`src/rtl/vga_blit_arbiter.sv`:
```
// vga_blit_arbiter
//   Shares port A of the 2048x32 VGA text RAM between the CPU bus and a local
//   blit engine that performs a whole-screen fill or a one-row scroll-up.
//   Port B (scanout) is not touched here.
//
//   Optional feature macro: VGA_BLIT_STALL_EN
//     undefined : CPU has absolute priority; the engine only issues in cycles
//                 with cpu_en=0; cpu_stall is constant 0.
//     defined   : while busy the engine owns the port every cycle; CPU
//                 requests are stalled (cpu_stall=cpu_en) and not forwarded.
//
//   Ports
//     clk, rst                    clock, synchronous active-high reset
//     cpu_en/we/addr/wd           CPU request (we==0 means read)
//     cpu_rd, cpu_rd_valid        CPU read data (ram_rd) and its valid strobe
//     cpu_stall                   CPU request not accepted this cycle
//     cmd_valid/ready/op/fill     blit command handshake: a command is taken
//                                 in a cycle where cmd_valid && cmd_ready;
//                                 cmd_ready is high only while idle, so
//                                 requests made while busy are ignored
//     busy, done                  engine active, one-cycle completion pulse
//     ram_en/we/addr/wd, ram_rd   RAM port A (1-cycle registered read)
//     dbg_state                   current engine state for observation
module vga_blit_arbiter #(
    parameter int ADDR_W    = 11,
    parameter int DATA_W    = 32,
    parameter int ROW_WORDS = 40,
    parameter int ROWS      = 30
) (
    input  logic              clk,
    input  logic              rst,
    input  logic              cpu_en,
    input  logic [3:0]        cpu_we,
    input  logic [ADDR_W-1:0] cpu_addr,
    input  logic [DATA_W-1:0] cpu_wd,
    output logic [DATA_W-1:0] cpu_rd,
    output logic              cpu_rd_valid,
    output logic              cpu_stall,
    input  logic              cmd_valid,
    output logic              cmd_ready,
    input  logic              cmd_op,
    input  logic [DATA_W-1:0] cmd_fill,
    output logic              busy,
    output logic              done,
    output logic              ram_en,
    output logic [3:0]        ram_we,
    output logic [ADDR_W-1:0] ram_addr,
    output logic [DATA_W-1:0] ram_wd,
    input  logic [DATA_W-1:0] ram_rd,
    output logic [2:0]        dbg_state
);

    localparam int TOTAL = ROW_WORDS * ROWS;
    localparam logic [ADDR_W-1:0] LAST_A   = ADDR_W'(TOTAL - 1);
    localparam logic [ADDR_W-1:0] SCR_LAST = ADDR_W'(TOTAL - ROW_WORDS - 1);
    localparam logic [ADDR_W-1:0] ROW_A    = ADDR_W'(ROW_WORDS);

    typedef enum logic [2:0] {
        S_IDLE    = 3'd0,
        S_FILL    = 3'd1,
        S_SCR_RD  = 3'd2,
        S_SCR_WR  = 3'd3,
        S_SCR_CLR = 3'd4,
        S_DONE    = 3'd5
    } state_t;

    state_t            state;
    logic [ADDR_W-1:0] ptr;
    logic [DATA_W-1:0] fill_q;
    logic [DATA_W-1:0] hold_q;
    logic              rd_pend;   // engine read was issued last cycle
    logic              eng_req;
    logic              eng_grant;
    logic              cpu_grant;

    assign dbg_state = state;
    assign cpu_rd    = ram_rd;

    always_comb begin
        eng_req = (state == S_FILL) || (state == S_SCR_RD) ||
                  (state == S_SCR_WR) || (state == S_SCR_CLR);
    end

    // The engine is never granted while rst is high, so a reset that lands
    // mid-command produces no further engine writes.
`ifdef VGA_BLIT_STALL_EN
    assign cpu_grant = cpu_en && !busy;
    assign cpu_stall = cpu_en && busy;
    assign eng_grant = eng_req && !rst;
`else
    assign cpu_grant = cpu_en;
    assign cpu_stall = 1'b0;
    assign eng_grant = eng_req && !cpu_en && !rst;
`endif

    // Port mux. In the write half of a scroll pair the read data may still
    // be on ram_rd (hold captures it at the end of this cycle), so forward it.
    always_comb begin
        ram_en   = 1'b0;
        ram_we   = 4'h0;
        ram_addr = '0;
        ram_wd   = '0;
        if (cpu_grant) begin
            ram_en   = 1'b1;
            ram_we   = cpu_we;
            ram_addr = cpu_addr;
            ram_wd   = cpu_wd;
        end else if (eng_grant) begin
            ram_en = 1'b1;
            case (state)
                S_FILL, S_SCR_CLR: begin
                    ram_we   = 4'hF;
                    ram_addr = ptr;
                    ram_wd   = fill_q;
                end
                S_SCR_RD: begin
                    ram_we   = 4'h0;
                    ram_addr = ptr + ROW_A;
                end
                S_SCR_WR: begin
                    ram_we   = 4'hF;
                    ram_addr = ptr;
                    ram_wd   = rd_pend ? ram_rd : hold_q;
                end
                default: begin
                    ram_en = 1'b0;
                end
            endcase
        end
    end

    always_ff @(posedge clk) begin
        if (rst) begin
            state        <= S_IDLE;
            ptr          <= '0;
            fill_q       <= '0;
            hold_q       <= '0;
            rd_pend      <= 1'b0;
            busy         <= 1'b0;
            done         <= 1'b0;
            cmd_ready    <= 1'b1;
            cpu_rd_valid <= 1'b0;
        end else begin
            cpu_rd_valid <= cpu_grant && (cpu_we == 4'h0);
            rd_pend      <= eng_grant && (state == S_SCR_RD);
            // Capture the engine's read data the cycle after it was issued,
            // whoever owns the port in this cycle.
            if (rd_pend) begin
                hold_q <= ram_rd;
            end
            done <= 1'b0;
            case (state)
                S_IDLE: begin
                    if (cmd_valid && cmd_ready) begin
                        fill_q    <= cmd_fill;
                        ptr       <= '0;
                        state     <= cmd_op ? S_SCR_RD : S_FILL;
                        busy      <= 1'b1;
                        cmd_ready <= 1'b0;
                    end
                end
                S_FILL, S_SCR_CLR: begin
                    if (eng_grant) begin
                        ptr <= ptr + 1'b1;
                        if (ptr == LAST_A) begin
                            state <= S_DONE;
                            done  <= 1'b1;
                        end
                    end
                end
                S_SCR_RD: begin
                    if (eng_grant) begin
                        state <= S_SCR_WR;
                    end
                end
                S_SCR_WR: begin
                    if (eng_grant) begin
                        ptr   <= ptr + 1'b1;
                        state <= (ptr == SCR_LAST) ? S_SCR_CLR : S_SCR_RD;
                    end
                end
                S_DONE: begin
                    state     <= S_IDLE;
                    busy      <= 1'b0;
                    cmd_ready <= 1'b1;
                end
                default: begin
                    state     <= S_IDLE;
                    busy      <= 1'b0;
                    cmd_ready <= 1'b1;
                end
            endcase
        end
    end

endmodule

```
`config.mk`:
```
export PLATFORM = sky130hd
export DESIGN_NAME = vga_blit_arbiter
export DESIGN_NICKNAME = d
export VERILOG_FILES = /design/src/rtl/vga_blit_arbiter.sv
export SDC_FILE = /design/constraint.sdc
export NUM_CORES = 1
export LEC_CHECK = 0
export BUFFER_PORTS_ARGS = -buffer_cell sky130_fd_sc_hd__buf_2
export CAP_MARGIN = 0
export CORE_MARGIN = 2
export CORE_UTILIZATION = 48
export DETAILED_ROUTE_END_ITERATION = 7
export GPL_TIMING_DRIVEN = 0
export PLACE_DENSITY = 0.84
export SLEW_MARGIN = 5
export SYNTH_ARGS = -nofsm -noshare
export SYNTH_HDL_FRONTEND = slang
export SYNTH_SLANG_ARGS = --single-unit
export TNS_END_PERCENT = 100
```
`constraint.sdc`:
```
create_clock -name clk -period 2.2 [get_ports clk]
set_clock_uncertainty 0.15 [all_clocks]
set_input_delay 0.22 -clock clk [delete_from_list [all_inputs] [get_ports clk]]
set_output_delay 0.22 -clock clk [all_outputs]
set_load 0.1 [all_outputs]
```
==> run_results.csv <==
group,metric,value,unit
run_status,status,"complete, but fails checks",
run_status,violations,"setup timing",
timing,hold_ws,0.009393,ns
logic_synthesis,syn_avg_cell_area,8.394,um2
timing,hold_viol_final,0,
route,drt_pass1_iterations,5,
route,post_drt_wl_per_cell,19.89,um
route,drt_iter0_drc,351,
layout,fillers,486,
layout,utilization,84.76,%
power_and_ir_drop,max-vdd-ir-drop,0.0004666,V
clocking,htreeDepth,3,
floorplanning,boundaryPins,204,
global_route,grt-ovfl-total,0,
critical_path,reg2reg_from,"dbg_state[2]",
place,dp_slack,-0.4947,ns
critical_path,end_kind,"primary output",
clocking,root_buffer,"clkbuf_8",
route,routed_via_density,5.920,
layout,drive_above_1_share,46.22,%
clocking,cts_made_buffers,9,
logic_synthesis,synth_cell_types,61,
flow_run,cap_violations,0,
floorplanning,die_y,100.8,um
logic_synthesis,ys_warn_count,0,
floorplanning,initial_utilization,49.16,%
logic_synthesis,synth-seq-cells,83,
global_route,grtUsageTotal,33.00,%
logic_synthesis,postSynthNetCount,654,
hold_path,whs_path_depth,3,
timing,setup_viol,47,
global_route,grt_pass1_wl,26430,um
floorplanning,rows,35,
timing,finalMaxSlewViolations,0,
global_route,grt_util_met3,6.657,%
logic_synthesis,synth_top_area_share,36.93,%
route,drc_errors,0,
global_route,use_met1,35.45,%
global_route,grt_antenna_before_repair,1,
clocking,worstSkewPairLatency,0.35,ns
power_and_ir_drop,p_per_area,797.3,nW/um2
logic_synthesis,yosysTopAreaCell,"dfxtp_1",
critical_path,r2r_slack,0.06,ns
place,io_buffer_count,201,
route,finalWirelength,18540,um
global_route,grt_pass1_vias,5492,
logic_synthesis,seq_area_frac_synth,36.93,%
global_route,grt.busiest_layer,"met2",
timing,fin_ws,-0.2477,ns
floorplanning,dieArea,10160,um2
critical_path,r2r_end,"fill_q[12]",
critical_path,rr_worst_depth,6,
clocking,clkTransAtPathRegs,0.08,ns
logic_synthesis,synth.area.top_cells,"dfxtp_1 (37%), nand2_1 (7.5%), mux2i_1 (7.1%)",
hold_path,holdCritPathClass,"primary input to flop",
timing,fin_crit,2.448,ns
layout,area_delta_synth_final,72.41,%
global_route,met2_usage,59.95,%
logic_synthesis,syn_inst,536,
critical_path,arrival,2.08,ns
clocking,cts.sinks,83,
hold_path,hp-start,"ram_rd[5]",
clocking,clk_path_buf_depth,2,
critical_path,path_max_fanout,6,
logic_synthesis,synth-edff-count,0,
layout,final_nets,933,
floorplanning,core,9153,um2
logic_synthesis,async_reset_ff_share,0,%
timing,max_clock_freq,0.4085,GHz
route,ant_nets,0,
timing,relSlewSlack,48.29,%
logic_synthesis,syn-cell-area,4499,um2
timing,worst_pin_slew,0.7757,ns
hold_path,hold_path_end,"hold_q[5]",
global_route,grt_max_degree,16,
critical_path,cp.required,1.83,ns
critical_path,worst-setup-path-type,"flop to primary output",
route,num_vias,5517,
place,place_hpwl,11000,um
timing,rsz0062_at_grt,"yes",
power_and_ir_drop,p_leak,3.294,nW
critical_path,critPathLaunchType,"flop",
place,finalWeightedCongestion,0.8986,
timing,period_share,111.3,%
logic_synthesis,ys.flop_type,"dfxtp_1",
clocking,cts_tree,"done",
floorplanning,die_x,100.8,um
[synth_stat cells (6+ instances only)]
master      n
nand2_1    90
buf_2      18
dfxtp_1    83
a2111o_1    6
a22o_1     35
nor2_1     41
nand3_1    10
o2bb2ai_1  32
inv_1       6
clkbuf_1   23
buf_4      34
o21ai_0    10
a21oi_1    41
o2111ai_1   6
mux2i_1    32
[cells in the final DEF, fill, tap and decap left out, types with 5 or more instances in the layout]
cell,instances
a2111o_1,6
a21oi_1,40
a22o_4,35
buf_12,45
buf_2,161
buf_4,60
buf_6,8
clkbuf_1,15
clkbuf_8,9
clkinvlp_4,5
dfxtp_1,79
dlygate4sd3_1,42
mux2i_1,32
nand2_1,85
nand3_1,8
nor2_1,41
o2111ai_1,6
o21ai_0,5
o2bb2ai_1,28
[routing by layer]
| layer | up-vias | share of wire [%] |
|---|---|---|
| li1 | 2466 | - |
| met1 | 2646 | 36 |
| met2 | 317 | 53 |
| met3 | 88 | 6.4 |
| met4 | 0 | 5.0 |
| met5 | - | 0 |
[registers in the layout, summed over array words and instances (netlist names)]
register	count
busy	1
cmd_ready	1
cpu_rd_valid	1
dbg_state	3
done	1
fill_q	32
hold_q	32
ptr	11
rd_pend	1
[what timing repair did]
item | in CTS | in global routing
hold endpoints to repair | 41 | 0
gates cloned | 0 | 4
pin swaps | 5 | 5
gates resized for setup | 199 | 48
hold buffers | 42 | 0
setup buffers | 11 | 14
endpoints found under the setup margin | 48 | 47
[cell families after synthesis]
| kind of cell | synth area share (%) |
|---|---|
| and+or+nand+nor | 17.69 |
| AOI/OAI and AO/OA | 26.61 |
| buffers and inverters | 10.43 |
| DFF | 36.93 |
| muxes | 7.119 |
| xor gates and xnor gates | 0.5841 |
| adders and majority gates | 0.5561 |
| other | 0.08335 |
[worst max-delay path, stage by stage (launching register included)]
cell and delay, ns:
dfxtp_4 0.37, buf_6 0.14, or3_4 0.38, nand2_4 0.08, nor2_4 0.05, buf_12 0.15, clkbuf_16 0.16, a22o_4 0.23
buf_12 0.16
[how the worst max path moves through the flow]
stage,from,endpoint,depth (start not counted)
after floorplan,dbg_state[1],ram_addr[9],5
after global placement,cpu_en,ram_addr[7],6
after detailed placement,dbg_state[0],ram_wd[24],7
after CTS,dbg_state[2],ram_addr[9],6
after global routing,dbg_state[1],ram_addr[9],6
final,dbg_state[2],ram_wd[15],8
[where the power goes]
group	internal, mW	leakage [nW]	switching (mW)
Sequential	1.71	0.677	0.152
Combinational	1.19	2.54	2.11
Clock	0.423	0.0771	0.597
Total	3.32	3.29	2.86
[through the flow]
stage / cells / instance area (um2) / total power, mW / setup TNS [ns]
after floorplan: 536 / 4826 / 3.832 / -3.689
after global placement: 848 / 5971 / 4.322 / -15.53
after detailed placement: 848 / 5971 / 4.388 / -17.98
after CTS: 916 / 7375 / 5.791 / -8.794
after global routing: 932 / 7757 / 6.412 / -11.40
final: 932 / 7757 / 6.185 / -9.717
[layout make-up]
class | instances | area, um2 | share of cell area [%]
clock inverters | 6 | 50.05 | 0.6452
well taps | 111 | 138.9 | 1.790
clock buffers | 10 | 127.6 | 1.645
plain buffers | 75 | 543.0 | 7.000
inverters | 8 | 41.29 | 0.5323
repair buffers | 270 | 2367 | 30.52
diodes | 1 | 2.502 | 0.03226
multi-input cells | 368 | 2810 | 36.23
flip-flops and latches | 83 | 1677 | 21.61
Note: power is estimated with default switching activity, not from simulation.
